--- config.mk ---
export PLATFORM = sky130hd
export DESIGN_NAME = pipeline_hazard_ctrl
export DESIGN_NICKNAME = d
export VERILOG_FILES = /design/src/rtl/pipeline_hazard_ctrl.sv
export SDC_FILE = /design/constraint.sdc
export NUM_CORES = 1
export LEC_CHECK = 0
export ABC_CLOCK_PERIOD_IN_PS = 3000
export CAP_MARGIN = 10
export CORE_ASPECT_RATIO = 1.1
export CORE_UTILIZATION = 35
export DETAILED_ROUTE_END_ITERATION = 16
export GPL_TIMING_DRIVEN = 0
export PLACE_DENSITY = 0.85
export SYNTH_ARGS = -nofsm -noshare
export SYNTH_HDL_FRONTEND = slang
export SYNTH_SLANG_ARGS = --single-unit
--- constraint.sdc ---
create_clock -name clk -period 3 [get_ports clk]
set_input_delay 0.75 -clock clk [delete_from_list [all_inputs] [get_ports clk]]
set_output_delay 0.75 -clock clk [all_outputs]
set_load 0.01 [all_outputs]
--- src/rtl/pipeline_hazard_ctrl.sv ---
// pipeline_hazard_ctrl
// Stall, flush and forwarding control for a 5-stage pipeline.
// The memory stage can be held for MEM_WAIT_CYCLES extra cycles so that a
// multi-cycle data memory can be used.
// Optional build macro: PIPE_HAZARD_PERF_EN adds 32-bit stall/flush cycle
// counters (stall_cycles_o, flush_cycles_o).
module pipeline_hazard_ctrl #(
   parameter int DATA_WIDTH      = 32,
   parameter int REGISTER_WIDTH  = 5,
   parameter int MEM_WAIT_CYCLES = 0
) (
   input  logic                      clk,
   input  logic                      rst_n,
   input  logic [REGISTER_WIDTH-1:0] rs1_d_i,
   input  logic [REGISTER_WIDTH-1:0] rs2_d_i,
   input  logic [REGISTER_WIDTH-1:0] rs1_e_i,
   input  logic [REGISTER_WIDTH-1:0] rs2_e_i,
   input  logic [REGISTER_WIDTH-1:0] rd_e_i,
   input  logic [1:0]                result_src_e_i,
   input  logic                      pc_src_e_i,
   input  logic [REGISTER_WIDTH-1:0] rd_m_i,
   input  logic                      reg_write_m_i,
   input  logic [1:0]                result_src_m_i,
   input  logic                      mem_write_m_i,
   input  logic [REGISTER_WIDTH-1:0] rd_w_i,
   input  logic                      reg_write_w_i,
   output logic                      stall_f_o,
   output logic                      stall_d_o,
   output logic                      stall_e_o,
   output logic                      stall_m_o,
   output logic                      flush_d_o,
   output logic                      flush_e_o,
   output logic                      flush_w_o,
   output logic [1:0]                forward_a_e_o,
   output logic [1:0]                forward_b_e_o
`ifdef PIPE_HAZARD_PERF_EN
   ,
   output logic [31:0]               stall_cycles_o,
   output logic [31:0]               flush_cycles_o
`endif
);

   // Reject nonsensical configurations at elaboration time.
   generate
      if (MEM_WAIT_CYCLES < 0 || MEM_WAIT_CYCLES > 15 || DATA_WIDTH < 1) begin : g_bad_param
         $error("pipeline_hazard_ctrl: MEM_WAIT_CYCLES must be 0..15 and DATA_WIDTH >= 1");
      end
   endgenerate

   typedef enum logic {
      ST_RUN  = 1'b0,
      ST_WAIT = 1'b1
   } state_t;

   localparam bit         MEM_WAIT_EN = (MEM_WAIT_CYCLES > 0);
   // Counter reload; the RUN cycle that starts the wait is the first stall cycle.
   localparam logic [3:0] WAIT_RELOAD = 4'((MEM_WAIT_CYCLES > 0) ? (MEM_WAIT_CYCLES - 1) : 0);
   localparam logic [1:0] RES_MEM     = 2'b01;
   localparam logic [1:0] FWD_RF      = 2'b00;
   localparam logic [1:0] FWD_WB      = 2'b01;
   localparam logic [1:0] FWD_MEM     = 2'b10;

   state_t     state_q, state_d;
   logic [3:0] cnt_q, cnt_d;
   logic       mem_op;
   logic       lw_hit;
   logic       mem_stall;

   // Hazard detection terms from the current stage contents.
   always_comb begin
      mem_op = mem_write_m_i | (result_src_m_i == RES_MEM);
      lw_hit = (result_src_e_i == RES_MEM) && (rd_e_i != '0) &&
               ((rd_e_i == rs1_d_i) || (rd_e_i == rs2_d_i));
   end

   // Memory-wait sequencer: next state, counter and the mem_stall request.
   always_comb begin
      state_d   = state_q;
      cnt_d     = cnt_q;
      mem_stall = 1'b0;
      case (state_q)
         ST_RUN: begin
            if (MEM_WAIT_EN && mem_op) begin
               mem_stall = 1'b1;
               state_d   = ST_WAIT;
               cnt_d     = WAIT_RELOAD;
            end
         end
         ST_WAIT: begin
            if (cnt_q != 4'd0) begin
               mem_stall = 1'b1;
               cnt_d     = cnt_q - 4'd1;
            end else begin
               // Held instruction leaves the memory stage this cycle.
               state_d = ST_RUN;
            end
         end
         default: begin
            state_d = ST_RUN;
            cnt_d   = 4'd0;
         end
      endcase
   end

   // Sequencer state register; reset aborts any wait in progress.
   always_ff @(posedge clk or negedge rst_n) begin
      if (!rst_n) begin
         state_q <= ST_RUN;
         cnt_q   <= 4'd0;
      end else begin
         state_q <= state_d;
         cnt_q   <= cnt_d;
      end
   end

   // Stall/flush priority: reset, memory wait, taken branch, load-use.
   always_comb begin
      stall_f_o = 1'b0;
      stall_d_o = 1'b0;
      stall_e_o = 1'b0;
      stall_m_o = 1'b0;
      flush_d_o = 1'b0;
      flush_e_o = 1'b0;
      flush_w_o = 1'b0;
      if (!rst_n) begin
         // Fill the pipeline with bubbles for as long as reset is held.
         flush_d_o = 1'b1;
         flush_e_o = 1'b1;
         flush_w_o = 1'b1;
      end else if (mem_stall) begin
         // Freeze everything up to memory; writeback sees bubbles meanwhile.
         stall_f_o = 1'b1;
         stall_d_o = 1'b1;
         stall_e_o = 1'b1;
         stall_m_o = 1'b1;
         flush_w_o = 1'b1;
      end else if (pc_src_e_i) begin
         // Squash the wrong-path instructions; a load-use on that path is moot.
         flush_d_o = 1'b1;
         flush_e_o = 1'b1;
      end else if (lw_hit) begin
         // Hold fetch/decode one cycle and send a bubble into execute.
         stall_f_o = 1'b1;
         stall_d_o = 1'b1;
         flush_e_o = 1'b1;
      end
   end

   // Operand forwarding into execute; the younger memory-stage result wins.
   always_comb begin
      forward_a_e_o = FWD_RF;
      forward_b_e_o = FWD_RF;
      if (rst_n) begin
         if (reg_write_m_i && (rd_m_i != '0) && (rd_m_i == rs1_e_i)) begin
            forward_a_e_o = FWD_MEM;
         end else if (reg_write_w_i && (rd_w_i != '0) && (rd_w_i == rs1_e_i)) begin
            forward_a_e_o = FWD_WB;
         end
         if (reg_write_m_i && (rd_m_i != '0) && (rd_m_i == rs2_e_i)) begin
            forward_b_e_o = FWD_MEM;
         end else if (reg_write_w_i && (rd_w_i != '0) && (rd_w_i == rs2_e_i)) begin
            forward_b_e_o = FWD_WB;
         end
      end
   end

`ifdef PIPE_HAZARD_PERF_EN
   logic [31:0] stall_cycles_q, stall_cycles_d;
   logic [31:0] flush_cycles_q, flush_cycles_d;

   // Free-running event counters; they wrap naturally at 2^32.
   always_comb begin
      stall_cycles_d = stall_cycles_q + {31'd0, stall_f_o};
      flush_cycles_d = flush_cycles_q + {31'd0, (pc_src_e_i & ~mem_stall)};
   end

   // Counter registers.
   always_ff @(posedge clk or negedge rst_n) begin
      if (!rst_n) begin
         stall_cycles_q <= 32'd0;
         flush_cycles_q <= 32'd0;
      end else begin
         stall_cycles_q <= stall_cycles_d;
         flush_cycles_q <= flush_cycles_d;
      end
   end

   assign stall_cycles_o = stall_cycles_q;
   assign flush_cycles_o = flush_cycles_q;
`endif

endmodule
==> run summary <==
- 125.1 um2 — area of all sequential standard cells
- 0 — endpoints failing hold
- 0.04 ns — post-CTS clock slew at the launch and capture registers of the worst setup and hold paths
- 1.52 ns — setup slack, reg-to-reg
- 24.64% — fraction of final layout cells sized beyond drive strength 1
- 13 — maximum number of pins on one net before global-route repair
- 46.7% — logic gate share of total power
- 16 — standard-cell rows
- 22.88% — global router's overall resource usage
- 0 — Synth Warn #
- 8.499 um2 — average size of a mapped cell
- 52 — I/O Buffers
- true — setup repair after global routing missed its margin
- reg_write_w_i — critical path launch point
- complete, no violations — result of the run
- 30.84% — Switching Share
- 0.4765 ns — Fin Hold WS
- 0 — antenna violations before repair
- input pin to async pin — class of the tightest hold or removal check
- 2.25 ns — WP data required
- cnt_q[3] — endpoint of the worst register-to-register path
- 3712 um — first-pass GRT wire length
- 48.80 um — vertical die dimension
- 5.012 — vias per std cell
- 98.73% — period utilization
- 0 — n_diodes
- 44.55 um — die width
- 128 — Net Count, Synth
- 696.9 um2 — area of the mapped netlist
- 337.6 MHz — achievable frequency
- 0.5699 nW — Leakage Power
- 17.95% — part of the Yosys area used for sequential elements
- 2305 um — total wirelength of the detailed-routed design
- 38.26% — Initial Utilization
- 0 — number of buffers added to fix hold violations after cts
- 0.2227 mV — worst-case vdd ir drop
- 87.79% — relative area change from synthesis to final layout
- 0 — post-CTS setup buffer count
- done — CTS tree
- 5 — # clock sinks
- 25 x clkdlybuf4s50_1, 24 x xor2_1, 14 x dlygate4sd2_1, 8 x xnor2_1 — commonest non-fill, non-tap cells in the layout
- input pin — startpoint types
- 0.004959 ns — final clock skew
- 13.97 um — average detailed-routed wire length per instance
- clkbuf_4 — cell at the root of the clock tree
- 1860 um — DP HPWL
- cnt_q[0] — origin of the critical flop-to-flop path
- 28.3% — Clk network pwr share
- 2.21 ns — Crit path arrival time
- 6 — worst-case reg-to-reg path depth
- 2 — Clock Tree Buf Depth
- 185 — nets
- 0 ns — sum of negative setup slack
- primary output — Worst Setup End Kind
- 3 — CTS buffer count
- 56 — Boundary Pins
- 613.1 um2 — area used by multi-input combinational logic
- 0 — final global-route overflow total
- forward_b_e_o[0] — Setup crit end
- 0.3537 ns — Worst Max-Slew Pin Slew
- 0 — final setup fails
- 151 — number of filler instances in the final layout
- 907 — via count of the first global-routing pass
- 0 — post-route DRC violation count
- 1 — count of H-tree levels built during CTS
- 2174 um2 — total die area
- 4 — DRT iter0 DRCs
- 0 — post-route ant nets
- 0 — reported max-cap violation count
- 1822 um2 — area of the core region
- 206.6 nW/um2 — Pwr per Cell Area
- 0.1870 mW — Cell Int Power
- 0.08338 mW — net switching power
- 76.22% — remaining max-slew budget at the tightest pin
- 0 — max-slew violation total from the final report
- 82 — synthesized instance count
- 0.24 ns — latest clock arrival within the worst-skew pair
- 0.8794 — final RePlAce weighted congestion
- input pin to primary output — Worst Path Class, Setup
- 24 — Synth cell types
- 2 — maximum fanout encountered on the critical timing path
- 4 — count of TritonRoute iterations in the first routing pass
- 5 — flops & latches, synth
- 25.0% — sequential power share
- 2.962 ns — Final min period
- 827 — overall via count from detail_route
- clkdlybuf4s50_1 — most frequent standard cell in the layout excluding fill and tap cells
power by group through the flow:
stage          logic (mW)  clock network (mW)  registers (mW)
5_1_grt             0.135              0.0885          0.0675
3_3_place_gp        0.118                   0          0.0687
4_1_cts             0.120              0.0783          0.0677
6_report            0.126              0.0765          0.0677
2_1_floorplan      0.0394                   0          0.0687
3_5_place_dp        0.122                   0          0.0687
worst min path at each step:
stage | slack, ns | from | endpoint
2_1_floorplan | 0.45 | rst_n | cnt_q[0]
3_3_place_gp | 0.48 | cnt_q[1] | cnt_q[1]
3_5_place_dp | 0.50 | cnt_q[1] | cnt_q[1]
4_1_cts | 0.47 | rst_n | cnt_q[3]
5_1_grt | 0.47 | rst_n | cnt_q[3]
6_report | 0.48 | rst_n | cnt_q[3]
metal layers:
layer	vias up	part of all wire (%)	wire [um]	track usage (%)
met1	370	38	865	23.45
met4	0	2.3	52	9.596
met2	55	50	1160	41.91
li1	396	-	-	-
met3	6	9.8	226	5.926
met5	-	0	0	0
metrics by stage:
stage	cells	utilization, %	power [mW]	setup WS [ns]	cell area, um2
floorplan	82	-	0.1081	0.3992	696.9
global placement	161	68.68	0.1868	-0.7011	1251
detailed placement	161	68.68	0.1908	-0.7794	1251
CTS	165	71.09	0.2661	-0.02776	1295
global route	165	71.84	0.2914	-0.04092	1309
finish	165	71.84	0.2704	0.03806	1309
synthesized netlist by cell type:
master | number | area share [%]
o311ai_0 | 1 | 1.3
and2_2 | 2 | 2.2
nor3_1 | 2 | 1.4
ha_1 | 1 | 1.8
xnor2_1 | 8 | 10
nand2b_1 | 1 | 0.90
o21ai_0 | 3 | 2.2
a22oi_1 | 1 | 1.1
or4_1 | 6 | 6.5
nor4_2 | 2 | 3.6
nand3_1 | 2 | 1.4
nor2_1 | 2 | 1.1
o31ai_4 | 1 | 3.1
o31ai_1 | 1 | 1.1
o21ai_2 | 1 | 1.3
xor2_1 | 24 | 30
o21ai_1 | 1 | 0.72
inv_1 | 6 | 3.2
buf_4 | 2 | 2.2
dfrtp_1 | 5 | 18
nor4_1 | 2 | 1.8
nor2b_1 | 1 | 0.90
nand2_1 | 6 | 3.2
o211ai_1 | 1 | 1.1
sequential cells by signal, indices dropped and copies added (netlist names):
register  cells
cnt_q         4
state_q       1
final cells by class:
cell class                 instances  share of cell area [%]
multi-input combinational         69                   46.84
timing repair buffer              52                   36.14
sequential                         5                   9.560
tap                               27                   2.581
clock buffer                       4                   2.008
inverter                           6                   1.721
buffer                             2                   1.147
worst max-delay path, stage by stage:
cell and delay (ns):
clkdlybuf4s50_1 0.47, o211ai_1 0.10, or4_4 0.45, nor4_4 0.27
buf_2 0.17
cells by family (layout without fill, tap and decap cells):
kind of cell / count (synthesis) / count (layout) / synth area share (%)
compound gates: 10 / 10 / 11.67
fa+ha+maj: 1 / 1 / 1.795
simple gates: 26 / 26 / 22.98
flops: 5 / 5 / 17.95
xor+xnor: 32 / 32 / 40.22
buf+inv: 8 / 64 / 5.385
timing repair:
item | in CTS | in global routing
pin swaps | 9 | 5
endpoints found under the setup margin | 9 | 10
gates resized for setup | 52 | 19
endpoints found under the hold margin | 0 | 0
Power figures use the tool's default switching activity.
